[config.mk]
export PLATFORM = sky130hd
export DESIGN_NAME = run_terminator
export DESIGN_NICKNAME = d
export VERILOG_FILES = /design/src/rtl/merger_pkg.sv /design/src/rtl/axis_out_reg.sv /design/src/rtl/run_terminator.sv
export SDC_FILE = /design/constraint.sdc
export NUM_CORES = 1
export LEC_CHECK = 0
export ABC_AREA = 1
export CAP_MARGIN = 20
export CORE_AREA = 3 3 424 426
export CTS_BUF_LIST = sky130_fd_sc_hd__clkbuf_2
export DETAILED_ROUTE_END_ITERATION = 8
export DIE_AREA = 0 0 427 429
export GPL_TIMING_DRIVEN = 0
export HOLD_SLACK_MARGIN = 0.15
export PLACE_DENSITY = 0.41
export SLEW_MARGIN = 20
export SYNTH_ARGS = -nofsm -noshare
export SYNTH_HDL_FRONTEND = slang
export SYNTH_SLANG_ARGS = --single-unit
[constraint.sdc]
create_clock -name aclk -period 5.5 [get_ports aclk]
set_input_delay 1.375 -clock aclk [delete_from_list [all_inputs] [get_ports aclk]]
set_output_delay 1.375 -clock aclk [all_outputs]
set_load 0.005 [all_outputs]
[src/rtl/merger_pkg.sv]
// Shared merger-tree types and helpers: run terminator FSM states and the
// all-ones terminator beat generator.
package merger_pkg;

  localparam int unsigned LP_NUM_READ_CHANNELS = 8;
  localparam int unsigned LP_MAX_DATA_WIDTH    = 2048;

  typedef enum logic [2:0] {
    IDLE,
    DATA,
    TERM,
    DRAIN,
    FINISH
  } run_term_state_t;

  // All ones in the low `width` bits: every key at its maximum value.
  function automatic logic [LP_MAX_DATA_WIDTH-1:0] term_beat(input int unsigned width);
    logic [LP_MAX_DATA_WIDTH-1:0] beat;
    beat = '0;
    for (int unsigned i = 0; i < LP_MAX_DATA_WIDTH; i++) begin
      if (i < width) beat[i] = 1'b1;
    end
    return beat;
  endfunction

endpackage

[src/rtl/axis_out_reg.sv]
// Single-stage AXI-stream output register: loads whenever the slot is empty or
// being drained this cycle, otherwise holds data and last stable.
module axis_out_reg #(
  parameter int unsigned C_DATA_WIDTH = 512
) (
  input  logic                    aclk,
  input  logic                    areset_n,
  input  logic                    load,
  input  logic [C_DATA_WIDTH-1:0] load_data,
  input  logic                    load_last,
  input  logic                    ready,
  output logic                    valid,
  output logic [C_DATA_WIDTH-1:0] data,
  output logic                    last,
  output logic                    out_free_c
);

  assign out_free_c = !valid || ready;

  // Callers only raise load while out_free_c is high.
  always_ff @(posedge aclk or negedge areset_n) begin
    if (!areset_n) begin
      valid <= 1'b0;
      data  <= '0;
      last  <= 1'b0;
    end else if (load) begin
      valid <= 1'b1;
      data  <= load_data;
      last  <= load_last;
    end else if (ready) begin
      valid <= 1'b0;
    end
  end

endmodule

[src/rtl/run_terminator.sv]
// Chops a read stream into runs of a programmed length and appends an all-ones
// terminator beat after each run. Optional tlast check: RUN_TERM_TLAST_CHECK_EN.
module run_terminator
  import merger_pkg::*;
#(
  parameter int unsigned C_DATA_WIDTH       = 512,
  parameter int unsigned C_SORTER_BIT_WIDTH = 32,
  parameter int unsigned C_LEN_WIDTH        = 32
) (
  input  logic                    aclk,
  input  logic                    areset_n,
  input  logic                    ctrl_start,
  input  logic [C_LEN_WIDTH-1:0]  ctrl_run_len_beats,
  input  logic [C_LEN_WIDTH-1:0]  ctrl_num_runs,
  output logic                    ctrl_done,
  input  logic                    s_axis_tvalid,
  output logic                    s_axis_tready,
  input  logic [C_DATA_WIDTH-1:0] s_axis_tdata,
  input  logic                    s_axis_tlast,
  output logic                    m_axis_tvalid,
  input  logic                    m_axis_tready,
  output logic [C_DATA_WIDTH-1:0] m_axis_tdata,
  output logic                    m_axis_tlast,
  output logic                    err_tlast_mismatch
);

  localparam int unsigned LP_NUM_KEYS = C_DATA_WIDTH / C_SORTER_BIT_WIDTH;
  localparam logic [C_SORTER_BIT_WIDTH-1:0] LP_KEY_MAX =
    C_SORTER_BIT_WIDTH'(term_beat(C_SORTER_BIT_WIDTH));
  localparam logic [C_DATA_WIDTH-1:0] LP_TERM_BEAT = {LP_NUM_KEYS{LP_KEY_MAX}};

  run_term_state_t        state;
  logic [C_LEN_WIDTH-1:0] len_q;
  logic [C_LEN_WIDTH-1:0] runs_q;
  logic [C_LEN_WIDTH-1:0] beat_cnt;
  logic [C_LEN_WIDTH-1:0] run_cnt;

  logic                    out_free;
  logic                    s_hs;
  logic                    last_data_beat;
  logic                    last_run;
  logic                    load;
  logic [C_DATA_WIDTH-1:0] load_data;
  logic                    load_last;

  assign s_axis_tready  = (state == DATA) && out_free;
  assign s_hs           = s_axis_tvalid && s_axis_tready;
  assign last_data_beat = (beat_cnt == C_LEN_WIDTH'(len_q - C_LEN_WIDTH'(1)));
  assign last_run       = (C_LEN_WIDTH'(run_cnt + C_LEN_WIDTH'(1)) == runs_q);

  // Terminator takes the output slot only in TERM; otherwise upstream data.
  always_comb begin
    load      = s_hs;
    load_data = s_axis_tdata;
    load_last = 1'b0;
    if (state == TERM) begin
      load      = out_free;
      load_data = LP_TERM_BEAT;
      load_last = 1'b1;
    end
  end

  axis_out_reg #(
    .C_DATA_WIDTH(C_DATA_WIDTH)
  ) u_out_reg (
    .aclk       (aclk),
    .areset_n   (areset_n),
    .load       (load),
    .load_data  (load_data),
    .load_last  (load_last),
    .ready      (m_axis_tready),
    .valid      (m_axis_tvalid),
    .data       (m_axis_tdata),
    .last       (m_axis_tlast),
    .out_free_c (out_free)
  );

  always_ff @(posedge aclk or negedge areset_n) begin
    if (!areset_n) begin
      state     <= IDLE;
      len_q     <= '0;
      runs_q    <= '0;
      beat_cnt  <= '0;
      run_cnt   <= '0;
      ctrl_done <= 1'b0;
    end else begin
      ctrl_done <= 1'b0;
      case (state)
        IDLE: begin
          if (ctrl_start) begin
            len_q    <= ctrl_run_len_beats;
            runs_q   <= ctrl_num_runs;
            beat_cnt <= '0;
            run_cnt  <= '0;
            if (ctrl_num_runs == '0)           state <= FINISH;
            else if (ctrl_run_len_beats == '0) state <= TERM;
            else                               state <= DATA;
          end
        end
        DATA: begin
          if (s_hs) begin
            beat_cnt <= C_LEN_WIDTH'(beat_cnt + C_LEN_WIDTH'(1));
            if (last_data_beat) state <= TERM;
          end
        end
        TERM: begin
          // Stay here under backpressure until the terminator is loaded.
          if (out_free) begin
            run_cnt  <= C_LEN_WIDTH'(run_cnt + C_LEN_WIDTH'(1));
            beat_cnt <= '0;
            if (last_run)          state <= DRAIN;
            else if (len_q == '0)  state <= TERM;
            else                   state <= DATA;
          end
        end
        DRAIN: begin
          if (out_free) state <= FINISH;
        end
        FINISH: begin
          ctrl_done <= 1'b1;
          state     <= IDLE;
        end
        default: state <= IDLE;
      endcase
    end
  end

`ifdef RUN_TERM_TLAST_CHECK_EN
  logic err_q;

  // Sticky: upstream tlast must mark exactly the last data beat of each run.
  always_ff @(posedge aclk or negedge areset_n) begin
    if (!areset_n) begin
      err_q <= 1'b0;
    end else if ((state == IDLE) && ctrl_start) begin
      err_q <= 1'b0;
    end else if (s_hs && (s_axis_tlast != last_data_beat)) begin
      err_q <= 1'b1;
    end
  end

  assign err_tlast_mismatch = err_q;
`else
  logic unused_tlast;
  assign unused_tlast       = s_axis_tlast;
  assign err_tlast_mismatch = 1'b0;
`endif

endmodule

==> reports/metrics.cfg <==
[sta]
drv_slew=0
finalClockSkew_ps=93.0
period_share_pct=87.2
period_minus_slack_ps=4800
finalHoldViolations=0
tightest_slew_ps=1080
grt_setup_unrepaired=false
slew-limit-headroom_pct=27.7
setup_viol=0
fmax_mhz=208

[job]
max_cap_viol_count=0

[synth]
synth_top_family_by_area=simple AND/OR/NAND/NOR gates
synthMuxAreaShare_pct=0.427
synth_area_per_cell_um2=8.10
ys_ff_latch=646
synthAdderAreaFrac_pct=0.173
synth-xor-area-share_pct=1.71
synth_compound_area_share_pct=11.5
ys.warnings.count=0
synth_enable_flop_cells=0
syn_inst=3582
yosysSeqAreaShare_pct=55.7
synth_cell_type_count=42
ys_dominant_reg_cell=dfrtp_1
async_flop_share_pct=100
yosys.area_share.simple_pct=25.3
synth.cell_area_um2=29000
synth_nets=4168

[setup_path]
slowest_stage=clkdlybuf4s50_1
critical_path_class=register to output pin
slowest_delay_ps=620
required_ps=4120
crit_path_end_kind=output pin
critPathTopFamily=buffers and inverters
arrival_ps=3420
path_max_fanout=10
path_cells=inv_2 -> nand3_2 -> buf_2 -> nor2_1 -> clkdlybuf4s50_1
r2r_cells=7
path_buf_inv=3
cp.depth=5
cp-start-kind=register

[cells_and_area]
fin_nets=5964
final_cell_mix=1095 x clkdlybuf4s50_1, 921 x nand2_1, 686 x nor2_1
fillers=19261
drive_gt1_share_pct=7.31
seq_area_um2=16200
area_growth_pct=72.2
multiInputGateArea_um2=11400
design_area_um2=50000
mostFrequentLayoutCell=clkdlybuf4s50_1

[power]
leakage_uw=0.0215
power_density_nw_per_um2=479
internal_power_uw=13800
switching_power_uw=10100
combinationalPowerShare_pct=48.6
pwr-share-clk_pct=16.9
switching_share_pct=42.4
vdd_ir_drop_max_mv=0.205
power_uw=23900
p_seq_share_pct=34.5

[grt]
grt_pass1_wl_um=248000
grt_remaining_overflow=0
grt_pass1_vias=33006
track_usage_pct=18.8
antenna_found_initial=51
grt_max_degree=87

[clock_tree]
cts_tree=yes
h-tree-depth=4
cts-root-buf=clkbuf_2
cts_buffers=199
cts_setup_buffers=0
clk_pin_slew_ps=100
cts_resized=0
clock_sinks=646
clockBufferDepth=3
clkLatencyLatePin_ps=1590

[floorplan]
ios=1099
start_util_pct=16.5
core_area_um2=176000
die_x_um=427
num_rows=154
dieArea_um2=183000
dieHeight_um=429

[route]
drc=0
drt-pass1-iter-count=7
wl_per_cell_um=22.2
vias_per_cell=4.05
drt-total-wl_um=176000
drt_iter0_drc=2010
vias=32012
final_antenna_net_count=0

[place]
io_buffers=1096
place_area_um2=43100
place_congestion=0.891
hpwl_um=140000

[worst_hold_path]
hold_path_depth=2
hp-class=register to register

[run_status]
status=completed

==> sequential cells by signal, summed over array words and instances, names as in the netlist <==
name,count
run_cnt,32
u_out_reg.last,1
u_out_reg.data,512
beat_cnt,32
u_out_reg.valid,1
len_q,32
state,3
runs_q,32
ctrl_done,1
==> power by group through the flow <==
stage	logic (uW)	registers (uW)	clock network, uW
after floorplan	3900	8220	0
after global placement	11600	8340	0
after detailed placement	11600	8300	0
after CTS	12000	8250	4310
after global routing	12800	8510	4560
final	11600	8260	4050
==> through the flow <==
stage	utilization, %	setup TNS [ps]	instances	setup WS, ps	hold WS, ps
after global routing	28.4	0	7881	279	203
after CTS	28.3	0	7863	269	151
after floorplan	-	0	3582	2390	453
after detailed placement	24.5	-281	7026	-53.9	459
final	28.4	0	7898	702	478
after global placement	24.4	-	7018	-30760	460
==> final timing paths <==
check	start	endpoint	slack, ps
worst max-delay path	state[2]$_DFFE_PN0P_	s_axis_tready	700
worst min-delay path	u_out_reg.last$_DFFE_PN0P_	u_out_reg.last$_DFFE_PN0P_	480
worst max register to register	u_out_reg.valid$_DFFE_PN0P_	u_out_reg.data[265]$_DFFE_PN0P_	1730
worst min register to register	u_out_reg.last$_DFFE_PN0P_	u_out_reg.last$_DFFE_PN0P_	480
max in group asynchronous	areset_n	u_out_reg.data[171]$_DFFE_PN0P_	3000
min in group asynchronous	areset_n	run_cnt[19]$_DFFE_PN0P_	920
==> synth_stat cells, drive strengths merged (15+ instances only) <==
library cell | number | area [um^2]
a21oi | 23 | 115
buf | 40 | 195
clkbuf | 153 | 574
dfrtp | 646 | 16200
inv | 189 | 709
nand2 | 927 | 3500
nand3 | 104 | 551
nand3b | 15 | 113
nand4 | 25 | 156
nor2 | 708 | 2750
nor3 | 33 | 181
o21ai | 599 | 3000
xnor2 | 15 | 131
xor2 | 39 | 342
==> tightest hold or removal path, stage by stage (launching register included) <==
cell and delay [ps]:
dfrtp_1 350, nand2_1 50, nand2_1 40
==> routing by layer <==
metal / part of all wire (%) / vias to the layer above / global-route usage, %
met5: 0.040 / - / 0
met4: 2.9 / 12 / 5.64
met3: 6.8 / 252 / 5.07
met2: 50 / 1022 / 33.0
met1: 40 / 15498 / 22.2
li1: - / 15228 / -
==> final cells by class <==
cell class	instances	share of cell area [%]
Inverter	190	1.43
Buffer	193	1.55
Timing Repair Buffer	1595	32.3
Tap cell	2340	5.86
Multi-Input combinational cell	2553	22.7
Sequential cell	646	32.3
Clock buffer	284	2.84
Clock inverter	62	0.766
Antenna cell	35	0.175
==> what timing repair did <==
item / CTS / global route
hold endpoints to repair: 745 / 0
hold buffers: 491 / 0
setup endpoints to repair: 0 / 0
==> logic make-up after synthesis <==
group / after synthesis
AO/OA/AOI/OAI: 655
XOR/XNOR: 55
adder cells (fa/ha/maj): 4
buffers and inverters: 383
flip-flops: 646
multiplexers: 11
other: 1
AND/OR/NAND/NOR: 1827
(Power assumes the default switching activity.)
